--- src/rtl/map_inflation_pkg.sv ---
// Shared definitions for the map-inflation datapath blocks.
//   DEF_DATA_WIDTH / DEF_KERNEL_SIZE : default beat width and row count
//   lane_idx_w()                     : width of a lane index for k lanes
//   occ_t                            : 2-bit lane FIFO occupancy (0, 1 or 2)
package map_inflation_pkg;

    localparam int DEF_DATA_WIDTH  = 18;
    localparam int DEF_KERNEL_SIZE = 3;

    typedef logic [1:0] occ_t;

    localparam occ_t OCC_EMPTY = 2'd0;
    localparam occ_t OCC_ONE   = 2'd1;
    localparam occ_t OCC_FULL  = 2'd2;

    // At least one bit, so a degenerate single-lane build still has a sel register.
    function automatic int lane_idx_w(input int k);
        return (k > 1) ? $clog2(k) : 1;
    endfunction

endpackage

--- src/rtl/distributor_lane_fifo.sv ---
// Two-entry lane buffer for row_distributor. The head register drives the
// output directly, so dout/valid are pure registered state.
//   clk, rst : clock, synchronous active-high reset
//   push     : write din this cycle (never asserted while full)
//   din      : incoming entry (data, plus tlast bit when enabled)
//   ready    : downstream ready; a pop happens on valid && ready
//   valid    : lane holds at least one entry
//   full     : lane holds two entries
//   dout     : head entry
module distributor_lane_fifo
    import map_inflation_pkg::*;
#(
    parameter int DATA_WIDTH = DEF_DATA_WIDTH
) (
    input  logic                  clk,
    input  logic                  rst,
    input  logic                  push,
    input  logic [DATA_WIDTH-1:0] din,
    input  logic                  ready,
    output logic                  valid,
    output logic                  full,
    output logic [DATA_WIDTH-1:0] dout
);

    occ_t                  occ;
    logic [DATA_WIDTH-1:0] head;
    logic [DATA_WIDTH-1:0] tail;
    logic                  pop;

    assign valid = (occ != OCC_EMPTY);
    assign full  = (occ == OCC_FULL);
    assign dout  = head;
    assign pop   = valid && ready;

    always_ff @(posedge clk) begin
        if (rst) begin
            occ  <= OCC_EMPTY;
            head <= '0;
            tail <= '0;
        end else begin
            case (occ)
                OCC_EMPTY: begin
                    if (push) begin
                        occ  <= OCC_ONE;
                        head <= din;
                    end
                end
                OCC_ONE: begin
                    case ({push, pop})
                        2'b10: begin
                            occ  <= OCC_FULL;
                            tail <= din;
                        end
                        // Simultaneous push and pop: new beat replaces the head, no bubble.
                        2'b11: head <= din;
                        2'b01: occ  <= OCC_EMPTY;
                        default: ;
                    endcase
                end
                OCC_FULL: begin
                    if (pop) begin
                        occ  <= OCC_ONE;
                        head <= tail;
                    end
                end
                default: occ <= OCC_EMPTY;
            endcase
        end
    end

endmodule

--- src/rtl/row_distributor.sv ---
// Round-robin distributor: one AXI-Stream input dealt beat by beat to
// KERNEL_SIZE row lanes, each buffered by a 2-entry FIFO. Input ready comes
// only from registered lane state, never from any m_axis_tready.
// Optional feature macro: DISTRIBUTOR_TLAST_EN (adds tlast ports/storage;
// a beat with tlast=1 returns the lane pointer to 0).
//   clk, rst                       : clock, synchronous active-high reset
//   s_axis_tvalid/tdata/tready     : input stream
//   s_axis_tlast                   : input end-of-frame (TLAST build only)
//   m_axis_tvalid/tdata/tready     : per-lane outputs, lane i at bit i /
//                                    tdata[i*DATA_WIDTH +: DATA_WIDTH]
//   m_axis_tlast                   : per-lane last flag (TLAST build only)
module row_distributor
    import map_inflation_pkg::*;
#(
    parameter int KERNEL_SIZE = DEF_KERNEL_SIZE,
    parameter int DATA_WIDTH  = DEF_DATA_WIDTH
) (
    input  logic                              clk,
    input  logic                              rst,
    input  logic                              s_axis_tvalid,
    input  logic [DATA_WIDTH-1:0]             s_axis_tdata,
`ifdef DISTRIBUTOR_TLAST_EN
    input  logic                              s_axis_tlast,
`endif
    output logic                              s_axis_tready,
    output logic [KERNEL_SIZE-1:0]            m_axis_tvalid,
    output logic [DATA_WIDTH*KERNEL_SIZE-1:0] m_axis_tdata,
`ifdef DISTRIBUTOR_TLAST_EN
    output logic [KERNEL_SIZE-1:0]            m_axis_tlast,
`endif
    input  logic [KERNEL_SIZE-1:0]            m_axis_tready
);

    localparam int SEL_W = lane_idx_w(KERNEL_SIZE);
`ifdef DISTRIBUTOR_TLAST_EN
    localparam int LANE_W = DATA_WIDTH + 1;
`else
    localparam int LANE_W = DATA_WIDTH;
`endif

    logic [SEL_W-1:0]                    sel;
    logic [SEL_W-1:0]                    sel_nxt;
    logic                                sel_full;
    logic                                fire;
    logic [KERNEL_SIZE-1:0]              lane_full;
    logic [KERNEL_SIZE-1:0]              lane_push;
    logic [LANE_W-1:0]                   lane_din;
    logic [KERNEL_SIZE-1:0][LANE_W-1:0]  lane_dout;

`ifdef DISTRIBUTOR_TLAST_EN
    assign lane_din = {s_axis_tlast, s_axis_tdata};
`else
    assign lane_din = s_axis_tdata;
`endif

    // Compare-based lane select keeps sel values >= KERNEL_SIZE out of range
    // of any vector index.
    always_comb begin
        sel_full = 1'b0;
        for (int i = 0; i < KERNEL_SIZE; i++) begin
            if (sel == SEL_W'(i)) sel_full = lane_full[i];
        end
    end

    assign s_axis_tready = !rst && !sel_full;
    assign fire          = s_axis_tvalid && s_axis_tready;

    always_comb begin
        lane_push = '0;
        for (int i = 0; i < KERNEL_SIZE; i++) begin
            if (sel == SEL_W'(i)) lane_push[i] = fire;
        end
    end

    always_comb begin
        sel_nxt = sel;
        if (fire) begin
            if (sel == SEL_W'(KERNEL_SIZE - 1)) sel_nxt = '0;
            else                                sel_nxt = sel + SEL_W'(1);
`ifdef DISTRIBUTOR_TLAST_EN
            // End of frame realigns the next frame to row 0.
            if (s_axis_tlast) sel_nxt = '0;
`endif
        end
    end

    always_ff @(posedge clk) begin
        if (rst) sel <= '0;
        else     sel <= sel_nxt;
    end

    for (genvar i = 0; i < KERNEL_SIZE; i++) begin : g_lane
        distributor_lane_fifo #(
            .DATA_WIDTH (LANE_W)
        ) u_lane (
            .clk   (clk),
            .rst   (rst),
            .push  (lane_push[i]),
            .din   (lane_din),
            .ready (m_axis_tready[i]),
            .valid (m_axis_tvalid[i]),
            .full  (lane_full[i]),
            .dout  (lane_dout[i])
        );

        assign m_axis_tdata[i*DATA_WIDTH +: DATA_WIDTH] = lane_dout[i][DATA_WIDTH-1:0];
`ifdef DISTRIBUTOR_TLAST_EN
        assign m_axis_tlast[i] = lane_dout[i][DATA_WIDTH];
`endif
    end

endmodule

--- config.mk ---
export PLATFORM = sky130hd
export DESIGN_NAME = row_distributor
export DESIGN_NICKNAME = d
export VERILOG_FILES = /design/src/rtl/map_inflation_pkg.sv /design/src/rtl/distributor_lane_fifo.sv /design/src/rtl/row_distributor.sv
export SDC_FILE = /design/constraint.sdc
export NUM_CORES = 1
export LEC_CHECK = 0
export ABC_CLOCK_PERIOD_IN_PS = 4100
export CELL_PAD_IN_SITES_DETAIL_PLACEMENT = 2
export CELL_PAD_IN_SITES_GLOBAL_PLACEMENT = 2
export CORE_ASPECT_RATIO = 0.7
export CORE_MARGIN = 4
export CORE_UTILIZATION = 30
export DETAILED_ROUTE_END_ITERATION = 7
export GPL_TIMING_DRIVEN = 0
export PLACE_DENSITY_LB_ADDON = 0.1
export SYNTH_ARGS = -nofsm -noshare
export SYNTH_HDL_FRONTEND = slang
export SYNTH_HIERARCHICAL = 1
export SYNTH_SLANG_ARGS = --single-unit
export TNS_END_PERCENT = 20
--- constraint.sdc ---
create_clock -name clk -period 4.1 [get_ports clk]
set_input_delay 0.615 -clock clk [delete_from_list [all_inputs] [get_ports clk]]
set_output_delay 0.615 -clock clk [all_outputs]
set_load 0.01 [all_outputs]
==> out/results.tsv, run 1 <==
stage	metric	value	unit
status	status	completed	
clocking	clk sink count	116	
power	Switching Share	0.244	
floorplanning	Die W	167	µm
floorplanning	CORE AREA	17300	µm²
worst_setup_path	crit end category	output port	
sta	Setup Skew	7.21	ps
drt	DRT antenna net count	0	
place	Placer Congestion	0.734	
power	Max VDD drop	0.200	mV
final_layout	nets@finish	682	
logic_synthesis	ranking of synthesized cells by area	dfxtp_1 (44%), a211oi_1 (11%), mux2i_1 (10%)	
power	Clk pwr share	0.493	
logic_synthesis	ys flop type	dfxtp_1	
logic_synthesis	number of synthesized register bits	116	
clocking	CTS buffer count	17	
drt	Detailed Routing Iterations Pass 1	4	
clocking	CTS tree	yes	
clocking	Post-CTS Hold Buffers	0	
flow_run	Max Cap Viol	0	
worst_setup_path	WP data arrival	2570	ps
logic_synthesis	biggest area consumer among synthesized cells	dfxtp_1	
worst_setup_path	critical path startpoint category	flop	
logic_synthesis	top cell type's share of synthesized area	0.438	
sta	RSZ-0062 raised after global routing	no	
global_route	first-pass GRT wire length	29700	µm
sta	Final WS setup	912	ps
global_route	largest net degree at the start of global routing	17	
final_layout	Antenna diodes	0	
floorplanning	starting density of the core	0.307	
power	leakage	2.69	nW
global_route	Overall Global Routing Usage	0.191	
sta	fin crit period	3190	ps
sta	fin crit share	0.778	
drt	Via density	5.19	
power	Power Density	434	nW/µm²
final_layout	ratio of cells with drive above 1 in the final layout	0.165	
floorplanning	die area	19900	µm²
logic_synthesis	count of unique library cells instantiated by Yosys	29	
floorplanning	Core Rows	40	
drt	Total Wirelength	18500	µm
logic_synthesis	syn nets	582	
place	port bufs	81	
final_layout	Util after Layout	0.406	
global_route	antenna violations before repair	0	
worst_setup_path	maximum fanout along the worst path	10	
logic_synthesis	ys async rst share	0	
final_layout	Filler Cell Count	1872	
final_layout	area grow syn2layout	32.1	%
drt	WL/cell	20.5	µm
drt	vias	4684	
sta	setup TNS	0	ps
logic_synthesis	Syn. warnings	6	
clocking	Post-CTS Setup Repair Bufs	0	
drt	DR iter-0 viols	189	
global_route	vias in the first global route	5180	
hold_path	WHS Path Cells	2	
clocking	clock transition at the registers of the reported paths	60	ps
sta	Max Freq	0.314	GHz
place	pre-CTS WS	162	ps
clocking	number of gates resized after cts	0	
sta	Max Slew Vio Count	0	
logic_synthesis	synthesized area	5310	µm²
worst_setup_path	kind of critical path	reg -> out	
place	HPWL Detailed	13300	µm
worst_setup_path	Register-to-Register Path Depth	9	
power	Internal	0.00230	W
power	Comb power frac	0.114	
clocking	CTS H-Tree Depth	4	
logic_synthesis	Synth Area per Inst	9.51	µm²
clocking	Clock Tree Buf Depth	2	
power	switching pwr	0.000743	W
clocking	CTS Root Cell	clkbuf_16	
floorplanning	die outline height	119	µm
worst_setup_path	R2R setup slack	970	ps
sta	slew margin rel.	0.412	
drt	DR DRC count	0	
sta	Setup Viol. Count Final	0	
global_route	remaining global-route overflow	0	
logic_synthesis	Post-Syn Instances	558	
sta	final hold violation count	0	
clocking	Worst-Skew Late Latency	420	ps
floorplanning	IO Count	82	
logic_synthesis	Seq/Total Area, Yosys	0.438	
logic_synthesis	Post-synth EDFFs	0	
worst_setup_path	Worst Path Required	3480	ps
sta	Least-Margin Pin Slew	873	ps
hold_path	Hold Path Class	reg -> reg	
power	share of power burned in registers	0.393	
placed cells by master (no fill, tap or decap), types with 4 or more instances in the layout:
cell and n:
clkdlybuf4s50_1 81, buf_2 21, clkbuf_8 5, clkbuf_1 19, nand2_1 116, a21oi_1 57, a211oi_1 81, dfxtp_1 116
inv_1 7, clkinv_2 5, mux2i_1 55, a21o_1 6, nand2b_1 4, buf_6 9, clkbuf_16 17, a211oi_2 30
registers in the layout, indices dropped and copies added (netlist names):
signal,cells
g_lane.u_lane/tail,54
g_lane.u_lane/dout,54
g_lane.u_lane/occ,6
sel,2
synthesized netlist by cell type (4+ instances only):
master / instances
dfxtp_1: 116
nand2_1: 116
a211oi_1: 81
a21oi_1: 57
mux2i_1: 55
a211oi_2: 30
buf_2: 21
clkbuf_1: 18
buf_6: 9
inv_1: 7
a21o_1: 6
nand2b_1: 4
routing by layer:
metal / part of all wire / track usage
met4: 0.011 / 0.0572
met3: 0.034 / 0.0445
met2: 0.46 / 0.301
met5: 0 / 0
met1: 0.49 / 0.260
area by class of cell:
class                           count  area [µm²]  area share
Clock buffer                       23         498      0.0710
Sequential cell                   116        2320       0.331
Tap cell                          231         289      0.0412
Multi-Input combinational cell    381        2620       0.373
Inverter                            7        26.3     0.00375
Buffer                             54         345      0.0493
Timing Repair Buffer               81         811       0.116
Clock inverter                      9         100      0.0143
worst max-delay path, stage by stage, from the launching register on:
cell and delay [ps]:
dfxtp_1 430, nand2b_1 150, buf_2 360, inv_1 190, mux2i_1 170, nor2_1 60
a311oi_1 210, clkdlybuf4s50_1 580
per-stage QoR:
stage / hold slack (ps) / instance area (µm²) / cells / power [W]
final: 454 / 7010 / 902 / 0.00304
after global routing: 477 / 7010 / 902 / 0.00316
after CTS: 456 / 7000 / 902 / 0.00309
after detailed placement: 449 / 6400 / 870 / 0.00157
after global placement: 441 / 6400 / 870 / 0.00155
after floorplan: 436 / 5310 / 558 / 0.00139
power by group through the flow:
stage	clock network [W]	registers [W]	logic (W)
floorplan	0	0.00123	0.000162
global placement	0	0.00122	0.000339
detailed placement	0	0.00122	0.000348
CTS	0.00154	0.00119	0.000351
global route	0.00159	0.00120	0.000375
finish	0.00150	0.00119	0.000348
cell families (layout without fill, tap and decap cells):
logic type | Yosys count | in the layout | synth area share
AOI/OAI and AO/OA | 179 | 179 | 0.256
buffers and inverters | 61 | 174 | 0.0700
DFF | 116 | 116 | 0.438
muxes | 58 | 58 | 0.110
and+or+nand+nor | 144 | 144 | 0.126
path summary, 6_finish.rpt:
| check | from | to |
|---|---|---|
| worst max-delay path | g_lane[0].u_lane/occ[0] | s_axis_tready |
| worst min-delay path | g_lane[2].u_lane/tail[10] | g_lane[2].u_lane/tail[10] |
| worst max register to register | g_lane[0].u_lane/occ[0] | g_lane[0].u_lane/dout[10] |
| worst min register to register | g_lane[2].u_lane/tail[10] | g_lane[2].u_lane/tail[10] |
(Power assumes the default switching activity.)
==> run 2: changes to the inputs <==
--- a/config.mk
+++ b/config.mk
@@ -5,7 +5,7 @@
 export SDC_FILE = /design/constraint.sdc
 export NUM_CORES = 1
 export LEC_CHECK = 0
-export ABC_CLOCK_PERIOD_IN_PS = 4100
+export ABC_CLOCK_PERIOD_IN_PS = 2600
 export CELL_PAD_IN_SITES_DETAIL_PLACEMENT = 2
 export CELL_PAD_IN_SITES_GLOBAL_PLACEMENT = 2
 export CORE_ASPECT_RATIO = 0.7
==> constraint.sdc (replaced) <==
create_clock -name clk -period 2.6 [get_ports clk]
set_input_delay 0.39 -clock clk [delete_from_list [all_inputs] [get_ports clk]]
set_output_delay 0.39 -clock clk [all_outputs]
set_load 0.01 [all_outputs]
==> run 2 against run 1 <==
Clock power rose by 58%. Register-to-register slack got worse by 780 ps. Clock skew rose by 0.62 ps. Non-clock buffer count rose by 1. Setup slack got worse by 730 ps. Sequential share of layout area fell by 0.33 points. Wire length rose by 0.58%.
==> out/results.tsv, run 2 (synthesized netlist as in run 1, its figures left out) <==
stage	metric	value	unit	change
drt	Via density	5.17		-0.37%
sta	hold_ws	454	ps	-0.591 ps
sta	Final WS setup	183	ps	-729 ps
worst_setup_path	Register-to-Register Path Depth	9		unchanged
clocking	CTS buffer count	17		unchanged
floorplanning	die area	19900	µm²	unchanged
hold_path	WHS Path Cells	2		unchanged
worst_setup_path	kind of critical path	reg -> out		
floorplanning	starting density of the core	0.307		unchanged
floorplanning	die outline height	119	µm	unchanged
drt	DR iter-0 viols	232		+23%
clocking	Post-CTS Hold Buffers	0		unchanged
worst_setup_path	critical path startpoint category	flop		
worst_setup_path	CP max stage delay	380	ps	-200 ps
worst_setup_path	critical path's slowest cell	dfxtp_2		
place	port bufs	81		unchanged
clocking	clock transition at the registers of the reported paths	60	ps	about the same
final_layout	Filler Cell Count	1869		-0.16%
final_layout	Antenna diodes	0		unchanged
final_layout	nets@finish	683		+0.15%
flow_run	Max Cap Viol	0		unchanged
status	status	completed		
global_route	remaining global-route overflow	0		unchanged
power	Max VDD drop	0.315	mV	+57%
final_layout	most frequent cells in the layout	nand2_1 (116), dfxtp_1 (113), a211oi_1 (81)		
worst_setup_path	critical-path cell list	nand2b_1 -> buf_6 -> inv_1 -> mux2i_1 -> nor2_1 -> a311oi_1 -> dlygate4sd2_1		
global_route	vias in the first global route	5184		+0.077%
global_route	antenna violations before repair	0		unchanged
place	HPWL Detailed	13300	µm	unchanged
power	leakage	2.73	nW	+1.4%
worst_setup_path	CP top delay family	buffers and inverters		
power	Switching Share	0.245		+0.000975
power	Comb power frac	0.115		about the same
sta	RSZ-0062 raised after global routing	no		
power	switching pwr	0.00118	W	+59%
drt	WL/cell	20.6	µm	+0.47%
sta	Setup Viol. Count Final	0		unchanged
worst_setup_path	crit end category	output port		
floorplanning	Core Rows	40		unchanged
sta	fin crit period	2420	ps	
place	pre-CTS WS	-1110	ps	-1270 ps
worst_setup_path	WP data arrival	2030	ps	-540 ps
place	Placer Congestion	0.734		unchanged
drt	DR DRC count	0		unchanged
final_layout	area grow syn2layout	33.7	%	
clocking	CTS H-Tree Depth	4		unchanged
worst_setup_path	Buf+Inv Stages, Crit Path	3		unchanged
drt	DRT antenna net count	0		unchanged
power	Power Density	678	nW/µm²	+56%
final_layout	Design Area, Final	7090	µm²	+1.2%
power	share of power burned in registers	0.392		about the same
sta	Least-Margin Pin Slew	824	ps	-49.8 ps
sta	Max Slew Vio Count	0		unchanged
clocking	clk sink count	116		unchanged
final_layout	area occupied by registers	2330	µm²	+0.16%
worst_setup_path	WP depth	7		unchanged
clocking	Clock Tree Buf Depth	2		unchanged
worst_setup_path	maximum fanout along the worst path	10		unchanged
drt	vias	4672		-0.26%
sta	Max Freq	0.414	GHz	
clocking	Worst-Skew Late Latency	420	ps	about the same
drt	Detailed Routing Iterations Pass 1	4		unchanged
place	DP Area	6400	µm²	unchanged
sta	slew margin rel.	0.451		+0.0386
global_route	Overall Global Routing Usage	0.192		+0.00112
final_layout	most common cell after layout, fill and taps aside	nand2_1		
sta	fin crit share	0.930		
final_layout	area of the multi-input gates	2650	µm²	+1.3%
floorplanning	IO Count	82		unchanged
clocking	CTS tree	yes		
worst_setup_path	Worst Path Required	2210	ps	-1270 ps
clocking	CTS Root Cell	clkbuf_16		
hold_path	Hold Path Class	reg -> reg		
global_route	first-pass GRT wire length	29900	µm	+0.65%
sta	final hold violation count	0		unchanged
power	Clk pwr share	0.493		about the same
power	Internal	0.00363	W	+58%
global_route	largest net degree at the start of global routing	20		+3
floorplanning	CORE AREA	17300	µm²	unchanged
sta	Setup Skew	7.84	ps	+0.624 ps
floorplanning	Die W	167	µm	unchanged
drt	Total Wirelength	18600	µm	+0.58%
power	Total Power Consumption	0.00481	W	+58%
final_layout	ratio of cells with drive above 1 in the final layout	0.180		+0.0146
==> run 2: path summary, 6_finish.rpt <==
path / slack, ps / startpoint / to
setup / recovery: 180 / g_lane[0].u_lane/occ[0] / s_axis_tready
hold reg to reg: 450 / g_lane[2].u_lane/tail[10] / g_lane[2].u_lane/tail[10]
hold / removal: 450 / g_lane[2].u_lane/tail[10] / g_lane[2].u_lane/tail[10]
setup reg to reg: 190 / g_lane[0].u_lane/occ[0] / g_lane[0].u_lane/dout[8]
==> run 2: layout make-up <==
class | count | area share
Buffer | 53 | 0.0526
Tap cell | 231 | 0.0408
Sequential cell | 116 | 0.328
Inverter | 7 | 0.00371
Timing Repair Buffer | 83 | 0.117
Multi-Input combinational cell | 381 | 0.374
Clock inverter | 9 | 0.0141
Clock buffer | 23 | 0.0702
==> run 2: repair_timing <==
item	in CTS	in global routing
buffers inserted	0	2
endpoints found under the setup margin	113	65
pin swaps	1	3
gates resized for setup	17	9
==> run 2: routing by layer <==
layer | vias to the layer above | GRT usage | routed length, µm
met5 | - | 0 | 0
met4 | 0 | 0.0572 | 197
met3 | 16 | 0.0445 | 655
met2 | 66 | 0.301 | 8520
met1 | 2357 | 0.263 | 9210
li1 | 2233 | - | -
==> run 2: worst min-delay path, cell delays in order, from the launching register on <==
cell,delay (ps)
dfxtp_1,300
nand2_1,50
a21oi_1,50
==> run 2: metrics by stage <==
step | util | instances | setup TNS, ps
after CTS | 0.409 | 901 | -0.192
after detailed placement | 0.371 | 870 | -63010
after global placement | 0.371 | 870 | -50960
final | 0.411 | 903 | 0
after floorplan | - | 558 | 0
after global routing | 0.411 | 903 | 0
==> run 2: power by group through the flow <==
stage	sequential, W	clock (W)	combinational, W
2_1_floorplan	0.00194	0	0.000256
3_3_place_gp	0.00192	0	0.000534
3_5_place_dp	0.00192	0	0.000549
4_1_cts	0.00189	0.00243	0.000558
5_1_grt	0.00189	0.00251	0.000596
6_report	0.00189	0.00237	0.000554
==> run 3: changes to the inputs <==
--- a/config.mk
+++ b/config.mk
@@ -5,7 +5,7 @@
 export SDC_FILE = /design/constraint.sdc
 export NUM_CORES = 1
 export LEC_CHECK = 0
-export ABC_CLOCK_PERIOD_IN_PS = 2600
+export ABC_CLOCK_PERIOD_IN_PS = 3040
 export CELL_PAD_IN_SITES_DETAIL_PLACEMENT = 2
 export CELL_PAD_IN_SITES_GLOBAL_PLACEMENT = 2
 export CORE_ASPECT_RATIO = 0.7
==> constraint.sdc (replaced) <==
create_clock -name clk -period 3.04 [get_ports clk]
set_input_delay 0.456 -clock clk [delete_from_list [all_inputs] [get_ports clk]]
set_output_delay 0.456 -clock clk [all_outputs]
set_load 0.01 [all_outputs]
==> run 3 against run 2 <==
Via count up 0.77%. Clock skew shrank 0.52 ps. Register-to-register slack gained 110 ps. Worst hold slack about the same. Combinational power is 15% lower. First-iteration DRC count shrank 7.8%. Sequential power is 15% lower. Clock power down 15%. Count of clock-buffer cells in the layout is the same. Largest cell class unchanged. Die area stayed put. Flip-flop and latch count is the same.
==> out/results.tsv, run 3 (synthesized netlist as in run 1, its figures left out) <==
stage	metric	value	unit	change
status	status	completed		
sta	fin crit share	0.938		
sta	fin crit period	2850	ps	
clocking	Worst-Skew Late Latency	420	ps	about the same
global_route	antenna violations before repair	0		unchanged
worst_setup_path	Buf+Inv Stages, Crit Path	3		unchanged
final_layout	Util after Layout	0.408		-0.00254
sta	Least-Margin Pin Slew	814	ps	-9.41 ps
worst_setup_path	critical-path cell list	nand2b_1 -> buf_4 -> inv_1 -> mux2i_1 -> nor2_1 -> a311oi_1 -> clkdlybuf4s50_1		
global_route	remaining global-route overflow	0		unchanged
clocking	Post-CTS Hold Buffers	0		unchanged
power	leakage	2.70	nW	-0.97%
power	switching pwr	0.00101	W	-15%
clocking	clk sink count	116		unchanged
clocking	CTS buffer count	17		unchanged
drt	Via density	5.22		+0.88%
power	share of power burned in registers	0.393		about the same
floorplanning	die area	19900	µm²	unchanged
drt	DR DRC count	0		unchanged
drt	DR iter-0 viols	214		-7.8%
place	HPWL Detailed	13300	µm	unchanged
clocking	CTS Root Cell	clkbuf_16		
clocking	CTS H-Tree Depth	4		unchanged
global_route	first-pass GRT wire length	29800	µm	-0.37%
floorplanning	CORE AREA	17300	µm²	unchanged
floorplanning	starting density of the core	0.307		unchanged
final_layout	nets@finish	682		-0.15%
place	Placer Congestion	0.734		unchanged
worst_setup_path	Register-to-Register Path Depth	10		+1
drt	vias	4708		+0.77%
worst_setup_path	critical path startpoint category	flop		
final_layout	Filler Cell Count	1874		+0.27%
worst_setup_path	crit end category	output port		
flow_run	Max Cap Viol	0		unchanged
final_layout	ratio of cells with drive above 1 in the final layout	0.173		-0.00718
worst_setup_path	critical path's slowest cell	clkdlybuf4s50_1		
worst_setup_path	reg2reg end	g_lane[1].u_lane/tail[11]		
final_layout	most frequent cells in the layout	nand2_1 (116), dfxtp_1 (114), a211oi_1 (81), clkdlybuf4s50_1 (81), a21oi_1 (57)		
worst_setup_path	kind of critical path	reg -> out		
worst_setup_path	R2R setup slack	300	ps	+110 ps
power	Comb power frac	0.115		about the same
power	Total Power Consumption	0.00411	W	-15%
drt	Detailed Routing Iterations Pass 1	4		unchanged
worst_setup_path	maximum fanout along the worst path	10		unchanged
power	Clk pwr share	0.493		about the same
clocking	Clock Tree Buf Depth	2		unchanged
power	Max VDD drop	0.270	mV	-14%
sta	Max Slew Vio Count	0		unchanged
worst_setup_path	start point of the critical path	g_lane[0].u_lane/occ[0]		
drt	Total Wirelength	18600	µm	about the same
drt	WL/cell	20.6	µm	+0.17%
power	Power Density	583	nW/µm²	-14%
power	Internal	0.00310	W	-15%
worst_setup_path	CP max stage delay	590	ps	+210 ps
sta	Setup Viol. Count Final	0		unchanged
worst_setup_path	WP data arrival	2400	ps	+370 ps
floorplanning	Die W	167	µm	unchanged
global_route	vias in the first global route	5191		+0.14%
hold_path	Hold Path Class	reg -> reg		
final_layout	Antenna diodes	0		unchanged
worst_setup_path	Setup crit end	s_axis_tready		
worst_setup_path	CP top delay family	buffers and inverters		
sta	hold_ws	454	ps	-0.0230 ps
sta	RSZ-0062 raised after global routing	no		
sta	Max Freq	0.351	GHz	
place	DP Area	6400	µm²	unchanged
floorplanning	IO Count	82		unchanged
global_route	Overall Global Routing Usage	0.191		-0.000703
drt	DRT antenna net count	0		unchanged
sta	Setup Skew	7.31	ps	-0.525 ps
floorplanning	die outline height	119	µm	unchanged
clocking	clock transition at the registers of the reported paths	60	ps	about the same
global_route	largest net degree at the start of global routing	17		-15%
clocking	CTS tree	yes		
place	port bufs	81		unchanged
final_layout	most common cell after layout, fill and taps aside	nand2_1		
power	Switching Share	0.245		-0.000262
worst_setup_path	Reg-to-Reg Start	g_lane[1].u_lane/occ[0]		
sta	slew margin rel.	0.457		+0.00627
final_layout	Design Area, Final	7050	µm²	-0.62%
worst_setup_path	WP depth	7		unchanged
worst_setup_path	Worst Path Required	2580	ps	+370 ps
final_layout	area grow syn2layout	32.8	%	
sta	final hold violation count	0		unchanged
floorplanning	Core Rows	40		unchanged
run 3: power by group through the flow:
| stage | combinational [W] | clock, W | sequential (W) |
|---|---|---|---|
| floorplan | 0.000219 | 0 | 0.00166 |
| global placement | 0.000457 | 0 | 0.00164 |
| detailed placement | 0.000470 | 0 | 0.00164 |
| CTS | 0.000476 | 0.00208 | 0.00161 |
| global route | 0.000508 | 0.00214 | 0.00162 |
| finish | 0.000471 | 0.00202 | 0.00161 |
run 3: timing repair:
| action | 4_1_cts | 5_1_grt |
|---|---|---|
| resized for setup | 5 | 7 |
| setup endpoints to repair | 58 | 35 |
| gates cloned | 0 | 0 |
| buffers inserted | 0 | 0 |
| pin swaps | 0 | 0 |
run 3: metrics by stage:
stage | worst slack [ps] | cells | TNS [ps]
after detailed placement | -739 | 870 | -25450
after CTS | 33.0 | 902 | 0
after global placement | -633 | 870 | -18660
after global routing | 11.1 | 902 | 0
final | 188 | 902 | 0
after floorplan | 636 | 558 | 0
run 3: area by class of cell:
| class | count | area (µm²) | area share |
|---|---|---|---|
| plain buffers | 54 | 354 | 0.0502 |
| clock buffers | 23 | 498 | 0.0707 |
| clock inverters | 9 | 100 | 0.0142 |
| inverters | 7 | 26.3 | 0.00373 |
| multi-input cells | 381 | 2640 | 0.375 |
| flip-flops and latches | 116 | 2320 | 0.330 |
| well taps | 231 | 289 | 0.0410 |
| repair buffers | 81 | 811 | 0.115 |
run 3: per-layer routing:
layer / global-route usage / share of wire
met1: 0.261 / 0.49
met4: 0.0572 / 0.011
met3: 0.0445 / 0.040
met5: 0 / 0
met2: 0.302 / 0.46
run 3: how the worst min path moves through the flow:
stage                                          from  slack (ps)                        end  depth (start not counted)
final                     g_lane[2].u_lane/tail[10]         450  g_lane[2].u_lane/tail[10]                          2
after global routing      g_lane[2].u_lane/tail[10]         480  g_lane[2].u_lane/tail[10]                          2
after CTS                 g_lane[2].u_lane/tail[10]         460  g_lane[2].u_lane/tail[10]                          2
after detailed placement  g_lane[2].u_lane/tail[10]         450  g_lane[2].u_lane/tail[10]                          2
after global placement     g_lane[2].u_lane/tail[2]         440   g_lane[2].u_lane/tail[2]                          2
after floorplan            g_lane[0].u_lane/tail[0]         440   g_lane[0].u_lane/tail[0]                          2
run 3: worst register-to-register path, stage by stage (launching register included):
cell and delay, ps:
dfxtp_1 420, nand2b_1 150, clkbuf_4 260, inv_1 110
or3b_1 430, nor2_2 290, and4bb_2 270, buf_2 220
buf_2 280, nand2_1 90, a21oi_1 140
